===== src/rtl/rv_enc_pkg.sv =====
// Shared encodings for the RISC-V instruction encoder: opcodes, record formats,
// error codes and the immediate range helper.
package rv_enc_pkg;

  typedef enum logic [2:0] {
    FmtR    = 3'd0,
    FmtI    = 3'd1,
    FmtLoad = 3'd2,
    FmtS    = 3'd3,
    FmtB    = 3'd4,
    FmtJ    = 3'd5
  } fmt_e;

  typedef enum logic [1:0] {
    ErrNone  = 2'd0,
    ErrRange = 2'd1,
    ErrAlign = 2'd2,
    ErrFmt   = 2'd3
  } err_code_e;

  localparam logic [6:0] OpR    = 7'b0110011;
  localparam logic [6:0] OpImm  = 7'b0010011;
  localparam logic [6:0] OpLoad = 7'b0000011;
  localparam logic [6:0] OpS    = 7'b0100011;
  localparam logic [6:0] OpB    = 7'b1100011;
  localparam logic [6:0] OpJ    = 7'b1101111;

  // addi x0, x0, 0
  localparam logic [31:0] InstrNop = 32'h0000_0013;

  // True when imm[63:lsb] are all copies of the sign bit.
  function automatic logic imm_fits(logic [63:0] imm, int unsigned lsb);
    logic signed [63:0] t;
    t = $signed(imm) >>> lsb;
    return (t == '0) || (t == '1);
  endfunction

endpackage


===== src/rtl/instr_packer.sv =====
// Combinational field packer: builds the 32-bit word for a decoded record and
// flags illegal format, out-of-range immediates and misaligned branch offsets.
module instr_packer
  import rv_enc_pkg::*;
(
  input  logic [2:0]  fmt_i,
  input  logic [4:0]  rd_i,
  input  logic [4:0]  rs1_i,
  input  logic [4:0]  rs2_i,
  input  logic [2:0]  funct3_i,
  input  logic [6:0]  funct7_i,
  input  logic [63:0] imm_i,
  output logic [31:0] instr_o,
  output logic        err_o,
  output logic [1:0]  err_code_o
);

  logic [31:0] word;
  logic        fmt_ok;
  logic        range_ok;
  logic        align_ok;

  always_comb begin
    word     = '0;
    fmt_ok   = 1'b1;
    range_ok = 1'b1;
    align_ok = 1'b1;
    case (fmt_i)
      FmtR: begin
        word = {funct7_i, rs2_i, rs1_i, funct3_i, rd_i, OpR};
      end
      FmtI: begin
        word     = {imm_i[11:0], rs1_i, funct3_i, rd_i, OpImm};
        range_ok = imm_fits(imm_i, 11);
      end
      FmtLoad: begin
        word     = {imm_i[11:0], rs1_i, funct3_i, rd_i, OpLoad};
        range_ok = imm_fits(imm_i, 11);
      end
      FmtS: begin
        word     = {imm_i[11:5], rs2_i, rs1_i, funct3_i, imm_i[4:0], OpS};
        range_ok = imm_fits(imm_i, 11);
      end
      FmtB: begin
        word     = {imm_i[12], imm_i[10:5], rs2_i, rs1_i, funct3_i, imm_i[4:1], imm_i[11], OpB};
        range_ok = imm_fits(imm_i, 12);
        align_ok = ~imm_i[0];
      end
      FmtJ: begin
        word     = {imm_i[20], imm_i[10:1], imm_i[11], imm_i[19:12], rd_i, OpJ};
        range_ok = imm_fits(imm_i, 20);
        align_ok = ~imm_i[0];
      end
      default: begin
        fmt_ok = 1'b0;
      end
    endcase
  end

  // Illegal format outranks a bad range, which outranks misalignment.
  always_comb begin
    err_code_o = ErrNone;
    if (!fmt_ok) begin
      err_code_o = ErrFmt;
    end else if (!range_ok) begin
      err_code_o = ErrRange;
    end else if (!align_ok) begin
      err_code_o = ErrAlign;
    end
  end

  assign err_o   = (err_code_o != ErrNone);
  assign instr_o = err_o ? InstrNop : word;

endmodule


===== src/rtl/instr_encoder.sv =====
// Two-stage instruction encoder: packs field records into words, tags each with
// a sequential instruction-memory word address and hands them on over valid/ready.
module instr_encoder
  import rv_enc_pkg::*;
#(
  parameter int unsigned ADDR_W    = 10,
  parameter int unsigned BASE_ADDR = 0
) (
  input  logic              clk,
  input  logic              rst_n,
  input  logic              start,
  input  logic              in_valid,
  output logic              in_ready,
  input  logic [2:0]        in_fmt,
  input  logic [4:0]        in_rd,
  input  logic [4:0]        in_rs1,
  input  logic [4:0]        in_rs2,
  input  logic [2:0]        in_funct3,
  input  logic [6:0]        in_funct7,
  input  logic [63:0]       in_imm,
  output logic              out_valid,
  input  logic              out_ready,
  output logic [31:0]       out_instr,
  output logic [ADDR_W-1:0] out_addr,
  output logic              out_err,
  output logic [1:0]        out_err_code,
  output logic              full,
  output logic              err_sticky
);

  localparam logic [ADDR_W-1:0] AddrBase = ADDR_W'(BASE_ADDR);
  localparam logic [ADDR_W-1:0] AddrLast = '1;

  logic [31:0] pk_instr;
  logic        pk_err;
  logic [1:0]  pk_err_code;

  instr_packer u_packer (
    .fmt_i      (in_fmt),
    .rd_i       (in_rd),
    .rs1_i      (in_rs1),
    .rs2_i      (in_rs2),
    .funct3_i   (in_funct3),
    .funct7_i   (in_funct7),
    .imm_i      (in_imm),
    .instr_o    (pk_instr),
    .err_o      (pk_err),
    .err_code_o (pk_err_code)
  );

  logic              s1_valid_d, s1_valid_q;
  logic [31:0]       s1_instr_d, s1_instr_q;
  logic [ADDR_W-1:0] s1_addr_d, s1_addr_q;
  logic              s1_err_d, s1_err_q;
  logic [1:0]        s1_code_d, s1_code_q;

  logic              s2_valid_d, s2_valid_q;
  logic [31:0]       s2_instr_d, s2_instr_q;
  logic [ADDR_W-1:0] s2_addr_d, s2_addr_q;
  logic              s2_err_d, s2_err_q;
  logic [1:0]        s2_code_d, s2_code_q;

  logic [ADDR_W-1:0] cnt_d, cnt_q;
  logic              full_d, full_q;
  logic              sticky_d, sticky_q;

  logic s2_free;
  logic s1_adv;
  logic accept;

  assign s2_free  = !s2_valid_q || out_ready;
  assign s1_adv   = s1_valid_q && s2_free;
  assign in_ready = !full_q && !start && (!s1_valid_q || s1_adv);
  assign accept   = in_valid && in_ready;

  // S1 captures the packed word together with the address it consumes.
  always_comb begin
    s1_valid_d = s1_valid_q;
    s1_instr_d = s1_instr_q;
    s1_addr_d  = s1_addr_q;
    s1_err_d   = s1_err_q;
    s1_code_d  = s1_code_q;
    if (accept) begin
      s1_valid_d = 1'b1;
      s1_instr_d = pk_instr;
      s1_addr_d  = cnt_q;
      s1_err_d   = pk_err;
      s1_code_d  = pk_err_code;
    end else if (s1_adv) begin
      s1_valid_d = 1'b0;
    end
  end

  // S2 only reloads when free, so a stalled word stays put.
  always_comb begin
    s2_valid_d = s2_valid_q;
    s2_instr_d = s2_instr_q;
    s2_addr_d  = s2_addr_q;
    s2_err_d   = s2_err_q;
    s2_code_d  = s2_code_q;
    if (s1_adv) begin
      s2_valid_d = 1'b1;
      s2_instr_d = s1_instr_q;
      s2_addr_d  = s1_addr_q;
      s2_err_d   = s1_err_q;
      s2_code_d  = s1_code_q;
    end else if (out_ready) begin
      s2_valid_d = 1'b0;
    end
  end

  // The counter parks on the last address once it has been handed out.
  always_comb begin
    cnt_d    = cnt_q;
    full_d   = full_q;
    sticky_d = sticky_q;
    if (start) begin
      cnt_d    = AddrBase;
      full_d   = 1'b0;
      sticky_d = 1'b0;
    end else if (accept) begin
      if (cnt_q == AddrLast) begin
        full_d = 1'b1;
      end else begin
        cnt_d = cnt_q + ADDR_W'(1);
      end
      if (pk_err) begin
        sticky_d = 1'b1;
      end
    end
  end

  always_ff @(posedge clk or negedge rst_n) begin
    if (!rst_n) begin
      s1_valid_q <= 1'b0;
      s1_instr_q <= '0;
      s1_addr_q  <= AddrBase;
      s1_err_q   <= 1'b0;
      s1_code_q  <= ErrNone;
      s2_valid_q <= 1'b0;
      s2_instr_q <= '0;
      s2_addr_q  <= AddrBase;
      s2_err_q   <= 1'b0;
      s2_code_q  <= ErrNone;
      cnt_q      <= AddrBase;
      full_q     <= 1'b0;
      sticky_q   <= 1'b0;
    end else begin
      s1_valid_q <= s1_valid_d;
      s1_instr_q <= s1_instr_d;
      s1_addr_q  <= s1_addr_d;
      s1_err_q   <= s1_err_d;
      s1_code_q  <= s1_code_d;
      s2_valid_q <= s2_valid_d;
      s2_instr_q <= s2_instr_d;
      s2_addr_q  <= s2_addr_d;
      s2_err_q   <= s2_err_d;
      s2_code_q  <= s2_code_d;
      cnt_q      <= cnt_d;
      full_q     <= full_d;
      sticky_q   <= sticky_d;
    end
  end

  assign out_valid    = s2_valid_q;
  assign out_instr    = s2_instr_q;
  assign out_addr     = s2_addr_q;
  assign out_err      = s2_err_q;
  assign out_err_code = s2_code_q;
  assign full         = full_q;
  assign err_sticky   = sticky_q;

endmodule


===== config.mk =====
export PLATFORM = sky130hd
export DESIGN_NAME = instr_encoder
export DESIGN_NICKNAME = d
export VERILOG_FILES = /design/src/rtl/rv_enc_pkg.sv /design/src/rtl/instr_packer.sv /design/src/rtl/instr_encoder.sv
export SDC_FILE = /design/constraint.sdc
export NUM_CORES = 1
export LEC_CHECK = 0
export ABC_AREA = 1
export BUFFER_PORTS_ARGS = -buffer_cell sky130_fd_sc_hd__buf_4
export CORE_MARGIN = 3
export CORE_UTILIZATION = 28
export CTS_CLUSTER_DIAMETER = 120
export DETAILED_ROUTE_END_ITERATION = 6
export PLACE_DENSITY_LB_ADDON = 0.12
export SETUP_SLACK_MARGIN = 0.2
export SYNTH_ARGS = -nofsm -noshare
export SYNTH_HDL_FRONTEND = slang
export SYNTH_SLANG_ARGS = --single-unit

===== constraint.sdc =====
create_clock -name clk -period 2.9 [get_ports clk]
set_input_delay 0.145 -clock clk [delete_from_list [all_inputs] [get_ports clk]]
set_output_delay 0.145 -clock clk [all_outputs]
set_load 0.02 [all_outputs]

==> results_dict.tcl <==
set metrics [dict create \
    worstReg2RegEnd "cnt_q[4]$_DFFE_PN0P_" \
    worst-slew-pin-transition_ns 0.957 \
    hold_path_startpoint "out_ready" \
    status "finished, final reports clean" \
    hold_ws_ns 0.108 \
    syn_area_um2 4960 \
    start_util_pct 28.7 \
    cts_made_buffers 9 \
    layout_common_cells "sky130_fd_sc_hd__buf_4, sky130_fd_sc_hd__nand2_1, sky130_fd_sc_hd__dfrtp_1, sky130_fd_sc_hd__nor2_1, sky130_fd_sc_hd__inv_1" \
    worst_path_dominant_cell_family "simple AND/OR/NAND/NOR gates" \
    worst-path-max-fanout 26 \
    crit_buf_inv 4 \
    end_kind "flop" \
    horizontal_extent_of_the_die_um 139 \
    worst_setup_skew_after_layout_ns 0.00902 \
    r2r_start "out_valid$_DFFE_PN0P_" \
    yosys_register_bits 100 \
    clock_insertion_delay_worst_skew_ns 0.34 \
    grt_start_max_net_pins 58 \
    worst_ep_required_time_ns 3.16 \
    ctsRootBufferMaster "sky130_fd_sc_hd__clkbuf_16" \
    insertedDiodeCount 0 \
    power_density_nw_per_um2 545 \
    power.leakage_uw 0.00314 \
    worstSetupPathType "reg -> reg" \
    max-cap-violations 0 \
    arrival_ns 2.47 \
    grt_pass1_vias 4330 \
    timing.final.max_slew_violations 0 \
    min_path_type "in -> reg" \
    synth_ff_type "sky130_fd_sc_hd__dfrtp_1" \
    viasPerCell 4.50 \
    worst-r2r-setup-slack_ns 0.69 \
    floorplan.io_pins 146 \
    critPathLaunchType "flop" \
    placement_setup_slack_ns 0.659 \
    place.gp.congestion 0.795 \
    worst_ir_drop_vdd_mv 0.323 \
    ys.warnings.count 0 \
    layout.cells.most_common "sky130_fd_sc_hd__buf_4" \
    worst_case_reg_to_reg_path_depth 13 \
    synthArstFlopShare_pct 100 \
    netlist_instances 583 \
    fmax_mhz 452 \
    post-layout-total-power_uw 3600 \
    clk_pin_slew_worst_paths_ns 0.07 \
    area_of_the_die_um2 19300 \
    portBuffers 145 \
    part_of_the_cycle_the_worst_path_needs_pct 76.3 \
    critical-path-slowest-cell "sky130_fd_sc_hd__inv_2" \
    htreeDepth 3 \
    synth-edff-count 0 \
    grt.total_usage_pct 14.1 \
    timing.critical_path.slowest_cell_delay_ns 0.41 \
    drive_above_1_share_pct 29.7 \
    cts_tree "built" \
    first_iter_violations 261 \
    grt_pass1_wl_um 22200 \
    setup.worst_path.end "cnt_q[4]$_DFFE_PN0P_" \
    synth.lib_cells_used.distinct 39 \
    rsz0062_at_grt "no" \
    postRouteAntennaNets 0 \
    finish.instance_area_um2 6600 \
    finalSetupTns_ns 0 \
    total_global_routing_overflow 0 \
    cts_resized 0 \
    worst_case_setup_margin_in_the_final_layout_ns 0.686 \
    clock-sinks 100 \
    critical_path.startpoint "out_valid$_DFFE_PN0P_" \
    net_total_in_the_final_layout 824 \
    grt_antenna_before_repair 0 \
    placed_area_um2 6280 \
    detail_route.first_pass.iterations 4 \
    clockBufferDepth 2 \
    detailroute.via_count 4300 \
    syn-mean-instance-area_um2 8.51 \
    wire_per_inst_um 14.4 \
    post-route-min-period_ns 2.21 \
    hpwlAfterDp_um 10800 \
    timing.critical_path.depth 13 \
    remaining_design_rule_violation_count 0 \
    maxSlewHeadroom_pct 35.5 \
    std_cell_rows 48 \
    timing_hold_violations_final 0 \
    timing.final.setup_violations 0 \
    floorplan.die.height_um 139 \
    routed_wirelength_um 13800 \
    floorplan.core_area_um2 17300 \
    crit_chain "nand2_1 -> nor2_1 -> inv_1 -> nand2_1 -> inv_2 -> nand2_2 -> inv_2 -> o21ai_2 -> nand2_2 -> nand2_2 -> inv_1 -> nand2_1 -> a211oi_2" \
    postSynthNetCount 681 \
    synth.yosys.seq_area_share_pct 50.5 \
    syn2layout_area_growth_pct 33.0 \
]
-- synthesized netlist by cell type (3+ instances only) --
cell type / n / area share, %
sky130_fd_sc_hd__clkbuf_1: 12 / 0.91
sky130_fd_sc_hd__nor2_2: 6 / 0.76
sky130_fd_sc_hd__a32o_1: 5 / 1.0
sky130_fd_sc_hd__o22ai_1: 7 / 0.88
sky130_fd_sc_hd__nor2_1: 76 / 5.8
sky130_fd_sc_hd__nand3_1: 12 / 1.2
sky130_fd_sc_hd__inv_2: 3 / 0.23
sky130_fd_sc_hd__inv_1: 74 / 5.6
sky130_fd_sc_hd__a32oi_1: 6 / 1.1
sky130_fd_sc_hd__a22oi_1: 11 / 1.7
sky130_fd_sc_hd__o22ai_2: 20 / 5.0
sky130_fd_sc_hd__o21ai_0: 53 / 5.3
sky130_fd_sc_hd__nand2_2: 5 / 0.63
sky130_fd_sc_hd__a221oi_1: 3 / 0.53
sky130_fd_sc_hd__buf_2: 4 / 0.40
sky130_fd_sc_hd__dfrtp_1: 100 / 50
sky130_fd_sc_hd__nor3_1: 4 / 0.40
sky130_fd_sc_hd__nand4_1: 5 / 0.63
sky130_fd_sc_hd__a21oi_1: 8 / 0.81
sky130_fd_sc_hd__mux2_2: 11 / 2.5
sky130_fd_sc_hd__nand2_1: 137 / 10
-- tightest hold or removal path, delay by kind of cell --
family | cells | cell delay (ns)
buffers and inverters | 2 | 0.11
AND/OR/NAND/NOR | 2 | 0.16
-- metal layers --
metal / vias to the layer above / track usage, % / part of all wire, % / routed length [um]
met1: 1978 / 18.6 / 46 / 6370
met2: 114 / 22.9 / 46 / 6370
met3: 13 / 3.83 / 5.7 / 787
li1: 2195 / - / - / -
met5: - / 0 / 0 / 0
met4: 0 / 3.96 / 1.7 / 229
-- flip-flops by register name, indices dropped and copies added, names as in the netlist --
name / flops
s1_addr_q: 10
s1_valid_q: 1
s1_instr_q: 30
out_err: 1
full: 1
err_sticky: 1
s1_err_q: 1
out_err_code: 2
out_addr: 10
out_valid: 1
out_instr: 30
s1_code_q: 2
cnt_q: 10
-- where the power goes --
| group | internal [uW] | switching (uW) |
|---|---|---|
| registers | 1540 | 80.3 |
| logic | 335 | 440 |
| clock network | 691 | 514 |
| total | 2560 | 1030 |
-- metrics by stage --
step                      instances  utilization, %
after global routing            955            38.2
after global placement          938            36.3
after floorplan                 583               -
after CTS                       955            38.2
after detailed placement        938            36.3
final                           955            38.2
-- kinds of logic (layout without fill, tap and decap cells) --
group	Yosys count	in the layout	share of synthesized area, %
AND/OR/NAND/NOR	254	254	21.4
buffers and inverters	98	245	7.97
AO/OA/AOI/OAI	119	119	17.4
multiplexers	11	11	2.50
flip-flops	100	100	50.5
adder cells (fa/ha/maj)	1	1	0.252
-- what timing repair did --
action,4_1_cts,5_1_grt
endpoints found under the hold margin,58,0
buffers inserted,0,0
hold buffers,2,0
-- cell type report --
| type | count | area (um2) |
|---|---|---|
| Clock buffer | 10 | 239 |
| Clock inverter | 5 | 60.1 |
| Fill cell | 1808 | 10700 |
| Inverter | 78 | 293 |
| Multi-Input combinational cell | 385 | 2060 |
| Sequential cell | 100 | 2500 |
| Tap cell | 225 | 282 |
| Timing Repair Buffer | 152 | 1160 |
-- worst min-delay path by stage --
stage,endpoint,slack [ns],cells after the start
after floorplan,cnt_q[0]$_DFFE_PN0P_,-0.15,0
after global placement,out_instr[21]$_DFFE_PN0P_,0.26,1
after detailed placement,out_instr[19]$_DFFE_PN0P_,0.27,1
after CTS,out_valid$_DFFE_PN0P_,0.1,4
after global routing,s1_instr_q[27]$_DFFE_PN0P_,0.10,3
final,out_valid$_DFFE_PN0P_,0.11,4
No activity file was read; power rests on OpenSTA's default activity.
